File: src/rtl/cmp_rgb_pkg.sv
// cmp_rgb_pkg: shared types and constants for the serial RGB comparator
package cmp_rgb_pkg;
  typedef enum logic {IDLE, CMP} state_t;
  typedef struct packed {
    logic ge;
    logic le;
    logic ne;
  } cmp_flags_t;
  localparam cmp_flags_t FLAGS_EQ = '{ge: 1'b1, le: 1'b1, ne: 1'b0};
endpackage

File: src/rtl/pwm_gen.sv
// pwm_gen: free-running PWM counter; all-ones brightness means fully on
module pwm_gen #(
  parameter int PWM_BITS = 4
) (
  input  logic                clk,
  input  logic                rst_n,
  input  logic [PWM_BITS-1:0] brightness,
  output logic                on
);
  logic [PWM_BITS-1:0] cnt;
  always_ff @(posedge clk or negedge rst_n)
    if (!rst_n) cnt <= '0;
    else cnt <= cnt + PWM_BITS'(1);
  assign on = (&brightness) | (cnt < brightness);
endmodule

File: src/rtl/cmp_rgb_serial.sv
// cmp_rgb_serial: MSB-first bit-serial magnitude compare with early exit,
// driving PWM-dimmed RGB LEDs from the registered ge/le/ne flags.
module cmp_rgb_serial
  import cmp_rgb_pkg::*;
#(
  parameter int WIDTH    = 8,
  parameter int PWM_BITS = 4
) (
  input  logic                clk,
  input  logic                rst_n,
  input  logic                start,
  input  logic [WIDTH-1:0]    a,
  input  logic [WIDTH-1:0]    b,
  input  logic                signed_mode,
  input  logic [PWM_BITS-1:0] brightness,
  output logic                busy,
  output logic                done,
  output logic                a_ge_b,
  output logic                a_le_b,
  output logic                a_ne_b,
  output logic                red,
  output logic                green,
  output logic                blue
);
  localparam int IW = $clog2(WIDTH);
  localparam logic [IW-1:0] IMAX = IW'(WIDTH - 1);
  state_t           state, state_n;
  logic [WIDTH-1:0] a_r, b_r, a_n, b_n;
  logic             sm_r, sm_n;
  logic [IW-1:0]    idx, idx_n;
  cmp_flags_t       flags, flags_n;
  logic             busy_n, done_n, valid, valid_n;
  logic             on, diff, a_gt, finish;
  pwm_gen #(.PWM_BITS(PWM_BITS)) u_pwm (
    .clk       (clk),
    .rst_n     (rst_n),
    .brightness(brightness),
    .on        (on)
  );
  // On the sign bit of a signed compare a set A bit marks the smaller operand
  assign diff   = a_r[idx] ^ b_r[idx];
  assign a_gt   = a_r[idx] ^ (sm_r & (idx == IMAX));
  assign finish = (state == CMP) & (diff | (idx == '0));
  always_comb begin
    state_n = state;
    a_n     = a_r;
    b_n     = b_r;
    sm_n    = sm_r;
    idx_n   = idx;
    flags_n = flags;
    busy_n  = busy;
    valid_n = valid;
    done_n  = finish;
    if (state == IDLE && start) begin
      a_n     = a;
      b_n     = b;
      sm_n    = signed_mode;
      idx_n   = IMAX;
      busy_n  = 1'b1;
      state_n = CMP;
    end else if (finish) begin
      flags_n = diff ? '{ge: a_gt, le: ~a_gt, ne: 1'b1} : FLAGS_EQ;
      busy_n  = 1'b0;
      valid_n = 1'b1;
      state_n = IDLE;
    end else if (state == CMP) begin
      idx_n = idx - IW'(1);
    end
  end
  always_ff @(posedge clk or negedge rst_n) begin
    if (!rst_n) begin
      state <= IDLE;
      a_r   <= '0;
      b_r   <= '0;
      sm_r  <= 1'b0;
      idx   <= '0;
      flags <= '0;
      busy  <= 1'b0;
      done  <= 1'b0;
      valid <= 1'b0;
      red   <= 1'b0;
      green <= 1'b0;
      blue  <= 1'b0;
    end else begin
      state <= state_n;
      a_r   <= a_n;
      b_r   <= b_n;
      sm_r  <= sm_n;
      idx   <= idx_n;
      flags <= flags_n;
      busy  <= busy_n;
      done  <= done_n;
      valid <= valid_n;
      red   <= flags.ge & on & valid;
      green <= flags.le & on & valid;
      blue  <= flags.ne & on & valid;
    end
  end
  assign a_ge_b = flags.ge;
  assign a_le_b = flags.le;
  assign a_ne_b = flags.ne;
endmodule

File: config.mk
export PLATFORM = sky130hd
export DESIGN_NAME = cmp_rgb_serial
export DESIGN_NICKNAME = d
export VERILOG_FILES = /design/src/rtl/cmp_rgb_pkg.sv /design/src/rtl/pwm_gen.sv /design/src/rtl/cmp_rgb_serial.sv
export SDC_FILE = /design/constraint.sdc
export NUM_CORES = 1
export LEC_CHECK = 0
export BUFFER_PORTS_ARGS = -buffer_cell sky130_fd_sc_hd__buf_4
export CAP_MARGIN = 20
export CORE_MARGIN = 1
export CORE_UTILIZATION = 48
export CTS_CLUSTER_SIZE = 28
export DETAILED_ROUTE_END_ITERATION = 8
export PLACE_DENSITY = 0.7
export SLEW_MARGIN = 20
export SYNTH_ARGS = -nofsm -noshare
export SYNTH_HDL_FRONTEND = slang
export SYNTH_SLANG_ARGS = --single-unit
File: constraint.sdc
create_clock -name clk -period 2 [get_ports clk]
set_input_delay 0.1 -clock clk [delete_from_list [all_inputs] [get_ports clk]]
set_output_delay 0.1 -clock clk [all_outputs]
set_load 0.01 [all_outputs]
; ---- Word-level counts from Yosys, hierarchy flattened
; Cells that the tools add are included.
[totals]
ff_bits = 33
in_bits = 24
out_inout_bits = 8
elab_cells = 52
[op_classes]
add_sub_neg = 2
magnitude_cmp = 2
n_eq_ne = 2
n_mux = 10
bitwise_logic = 15
n_reduce_logical = 7
[ops]
columns = op, count
row1 = 3-bit 2-to-1 mux, 4
row2 = 1-bit bitwise AND, 8
row3 = 1-bit binary-select mux with 3-bit select, 2
row4 = 4-bit by 1-bit adder with 4-bit output (second input constant), 1
row5 = 3-bit by 4-bit < comparator with 1-bit output (second input constant), 1
row6 = 4-bit < comparator, 1
row7 = 1-bit 2-to-1 mux, 4
row8 = 2-bit AND reduction, 2
row9 = 4-bit AND reduction, 1
row10 = 2-bit nonzero test, 2
row11 = 3-bit equality test (second input constant), 1
row12 = 3-bit logical NOT, 1
row13 = 1-bit inverter, 3
row14 = 3-bit by 1-bit subtractor with 3-bit output (second input constant), 1
row15 = 2-bit by 1-bit != test with 1-bit output (second input constant), 1
row16 = 1-bit bitwise OR, 2
row17 = 1-bit bitwise XOR, 2
row18 = 1-bit logical AND, 1

; ---- Longest topological paths before layout
[logic_depth]
word_depth = 7
mapped_depth = 7
depth_no_buf = 6

; ---- Hierarchy
; Synthesis repeated with hierarchy kept, for this count alone.
[unflattened]
hier_cells = 144
area_unflattened_um2 = 1756.7
[by_module_without_submodules]
columns = module, n_inst, cells_per_inst, area_each_um2, seq_area_each_um2
row1 = cmp_rgb_serial, 1, 123, 1530.2, 725.7
row2 = pwm_gen, 1, 21, 226.5, 100.1

; ---- Worst setup path before layout
; No wires, ideal clock.
[synth_timing]
path_type = flip-flop to flip-flop
startpoint = reg idx[0]
endpoint = reg flags (netlist bit a_ge_b)
setup_ns = 0.129
arrival_time_ns = 1.795
t_required_ns = 1.871
path_slack_ns = 0.075
stages_incl_launch_ff = 7
n_path_buf = 1
synth_period_minus_slack_ns = 1.925
path_cell_list = dfrtp_1 > buf_6 > mux4_1 > mux2_4 > or2_2 > o22ai_1 > a31oi_1
[synth_via]
elab_chain_cells = 6
word_cells_on_any_way = 13
cone_classes = eq/ne (1) / mux (5) / bitwise (5) / reduce/logical (2)
[synth_lines]
columns = item, line
row1 = "start, declared", cmp_rgb_serial.sv:30  ; logic [IW-1:0] idx, idx_n;
row2 = "start signal, assigned", cmp_rgb_serial.sv:89  ; idx <= idx_n;
row3 = "1-bit binary-select mux with 3-bit select, on equally long branches", "cmp_rgb_serial.sv:41, cmp_rgb_serial.sv:42"
row4 = "1-bit 2-to-1 mux, on equally long branches", "cmp_rgb_serial.sv:41, cmp_rgb_serial.sv:42"
row5 = 1-bit bitwise XOR, cmp_rgb_serial.sv:41  ; assign diff = a_r[idx] ^ b_r[idx];
row6 = 1-bit bitwise OR, cmp_rgb_serial.sv:43  ; assign finish = (state == CMP) & (diff | (idx == '0));
row7 = 1-bit bitwise AND, cmp_rgb_serial.sv:43
row8 = 2-bit AND reduction (no source line), --
row9 = "end signal, assigned", cmp_rgb_serial.sv:90  ; flags <= flags_n;
row10 = "end, declared", cmp_rgb_serial.sv:31  ; cmp_flags_t flags, flags_n;
; Several ways; a longest one is shown, not always the timed one. The select of a mux whose other input is x is not followed.
; A chain may end at the register's enable or synchronous reset.

; ---- Worst setup path in the final report
[layout_timing]
startpoint = reg idx[0]
endpoint = reg idx[0]
[layout_via]
elab_chain_cells = 7
word_cells_on_any_way = 14
cone_classes = add/sub (1) / eq/ne (1) / mux (7) / bitwise (3) / reduce/logical (2)
[layout_lines]
columns = item, line
row1 = 1-bit binary-select mux with 3-bit select, cmp_rgb_serial.sv:41
row2 = 1-bit 2-to-1 mux (implied by the code), cmp_rgb_serial.sv:41
row3 = 1-bit bitwise XOR, cmp_rgb_serial.sv:41
row4 = 1-bit bitwise OR, cmp_rgb_serial.sv:43
row5 = 1-bit bitwise AND, cmp_rgb_serial.sv:43
row6 = 2-bit by 1-bit != test with 1-bit output (no source line), --
row7 = 2-bit AND reduction (no source line), --
; Several ways; a longest one is shown, not always the timed one. The select of a mux whose other input is x is not followed.

==> impl_metrics.json <==
{
  "antenna_found_initial": 0,
  "hold_depth": 2,
  "synthCells": 118,
  "track_usage_pct": 19.4,
  "core-area_um2": 3100,
  "postLayoutCellArea_um2": 2110,
  "drv_cap": 0,
  "antenna_cells": 0,
  "initialDrtViolationCount": 28,
  "synth_seq_cells": 33,
  "yosys_warnings": 0,
  "yosysMostFrequentCell": "dfrtp_1",
  "synth_area_per_cell_um2": 13.5,
  "r2r_cells": 5,
  "hp-class": "in2reg",
  "outcome": "finished clean",
  "setup_slack_ns": 0.0244,
  "slew_headroom_pct": 72.5,
  "syn_area_um2": 1590,
  "dieArea_um2": 3550,
  "viasPerCell": 4.95,
  "critPathMaxFanout": 5,
  "synth_top_area_cell": "dfrtp_1",
  "skew_ns": 0.00902,
  "drt-total-wl_mm": 2.89,
  "grt_overflow": 0,
  "first_pass_iters": 4,
  "synthToLayoutAreaGrowth_pct": 32.3,
  "setup_violations": 0,
  "cp.required_ns": 2.19,
  "hpwl_mm": 2.03,
  "placedInstanceArea_um2": 1870,
  "cts_tree": "done",
  "r2r_start": "idx[0]$_DFFE_PN0P_",
  "synthFlopType": "dfrtp_1",
  "insertion_delay_ns": 0.32,
  "hold_viol": 0,
  "synthTopCellsByCount": "dfrtp_1, mux2_2, inv_1, ha_1, nand2_1",
  "cts_buffers": 5,
  "max-vdd-ir-drop_mv": 0.689,
  "grt_pass1_vias": 1089,
  "synth_top_cell_area_share_pct": 51.8,
  "path_clk_slew_ns": 0.10,
  "clock-sinks": 33,
  "whs_ns": 0.0311,
  "h-tree-depth": 2,
  "syn-num-nets": 149,
  "clockRootBuffer": "clkbuf_4",
  "grt_pass1_wl_mm": 4.86,
  "p_total_uw": 3040,
  "num_vias": 1069,
  "ys_async_sr_fraction_pct": 100,
  "rr_endpoint": "idx[0]$_DFFE_PN0P_",
  "finalCriticalPeriod_ns": 1.98,
  "rows": 20,
  "gp_congestion": 0.730,
  "start_util_pct": 51.3,
  "synth_cell_types": 32,
  "dp_slack_ns": -0.0712,
  "ant_nets": 0,
  "setup_tns_ns": 0,
  "drive_above_1_share_pct": 43.0,
  "drc_errors": 0,
  "hp-start": "a[0]",
  "end_kind": "register",
  "ys_seq_area_share_pct": 51.8,
  "maxSlewViolCount": 0,
  "synth_edf_count": 0,
  "hold_end": "a_r[0]$_DFFE_PN0P_",
  "p_per_area_nw_per_um2": 1440,
  "grt_max_degree": 34,
  "worst_pin_slew_ns": 0.412,
  "crit_type": "reg2reg",
  "rsz0062_at_grt": "yes",
  "p_leak_uw": 0.00101,
  "max_freq_ghz": 0.506,
  "top_level_ports": 32,
  "cts_buffer_depth": 2,
  "r2r_setup_slack_ns": 0.02,
  "cp.arrival_ns": 2.16,
  "layout.nets": 203,
  "period_share_pct": 98.8,
  "routedWlPerCell_um": 13.4,
  "port_buffers": 31,
  "die_h_um": 59.6,
  "die_w_um": 59.6,
  "synthTopCellsByArea": "dfrtp_1, mux2_2, mux4_1",
  "crit_path_start_kind": "register"
}
==> metrics by stage <==
step / cells / util, %
3_3_place_gp: 191 / 60.4
3_5_place_dp: 191 / 60.4
2_1_floorplan: 118 / -
4_1_cts: 216 / 67.8
5_1_grt: 216 / 67.9
6_report: 216 / 67.9
==> flip-flops by register name, indices dropped and copies added (netlist names) <==
signal / cells
done: 1
u_pwm.cnt: 4
state: 1
valid: 1
green: 1
blue: 1
a_ge_b: 1
a_ne_b: 1
sm_r: 1
a_r: 8
idx: 3
a_le_b: 1
red: 1
b_r: 8
==> metal layers <==
layer	routed length [um]	GRT usage [%]	up-vias
met5	0	0	-
met4	46	8.97	0
met3	92	4.59	5
met2	1440	31.9	23
met1	1310	24.1	516
li1	-	-	525
==> power by group <==
part / internal, uW / switching [uW] / leakage, uW
logic: 870 / 635 / 0.000605
registers: 940 / 219 / 0.000375
clock network: 166 / 207 / 0.0000314
total: 1980 / 1060 / 0.00101
==> worst max path at each step <==
stage                       startpoint                 end  slack [ns]  cells past startpoint
floorplan           idx[0]$_DFFE_PN0P_  a_ge_b$_DFFE_PN0P_        0.08                      6
global placement    idx[0]$_DFFE_PN0P_  a_ge_b$_DFFE_PN0P_        0.03                      5
detailed placement  idx[0]$_DFFE_PN0P_  idx[0]$_DFFE_PN0P_       -0.07                      5
CTS                 idx[0]$_DFFE_PN0P_  idx[0]$_DFFE_PN0P_      -0.002                      5
global route        idx[0]$_DFFE_PN0P_  idx[0]$_DFFE_PN0P_       -0.07                      5
finish              idx[0]$_DFFE_PN0P_  idx[0]$_DFFE_PN0P_        0.02                      5
==> cell type report <==
cell class / instances / area, um2
inverters: 11 / 41.3
multi-input cells: 69 / 696
flip-flops and latches: 33 / 827
fillers: 248 / 996
well taps: 44 / 55.1
clock buffers: 7 / 55.1
repair buffers: 52 / 433
==> cell families after synthesis <==
| kind of cell | Yosys count | share of synthesized area, % |
|---|---|---|
| compound gates | 17 | 7.70 |
| mux | 24 | 21.6 |
| flops | 33 | 51.8 |
| xor+xnor | 3 | 2.83 |
| simple gates | 18 | 6.13 |
| buf+inv | 16 | 4.40 |
| fa+ha+maj | 7 | 5.50 |
==> critical path, stage by stage, from the launching register on <==
cell and delay (ns):
dfrtp_2 0.45, mux4_2 0.52, mux2_4 0.32, xnor2_4 0.21, mux2i_1 0.23, a22oi_1 0.10
==> placed cells by master, fill, tap and decap left out, drive strengths merged <==
master / synthesis / final
buf: 3 / 35
dfrtp: 33 / 33
mux2: 18 / 18
dlygate4sd3: 0 / 17
inv: 11 / 11
ha: 7 / 7
nand2: 7 / 7
clkbuf: 2 / 7
mux4: 4 / 4
nand3: 4 / 4
a21o: 3 / 3
a211oi: 3 / 3
nand4: 2 / 2
o22ai: 2 / 2
a31oi: 2 / 2
mux2i: 2 / 2
xnor2: 2 / 2
o21ai: 2 / 2
xor2: 1 / 1
nand3b: 1 / 1
nand2b: 1 / 1
nor2b: 1 / 1
a21oi: 1 / 1
o22a: 1 / 1
a22oi: 1 / 1
or3b: 1 / 1
o21bai: 1 / 1
o311ai: 1 / 1
or2: 1 / 1
==> what timing repair did <==
item | CTS | global route
setup endpoints to repair | 4 | 5
hold buffers | 17 | 0
gates resized for setup | 4 | 5
hold endpoints to repair | 49 | 0
gates cloned | 0 | 0
setup buffers | 1 | 0
pin swaps | 1 | 3
Note: power is estimated with default switching activity, not from simulation.
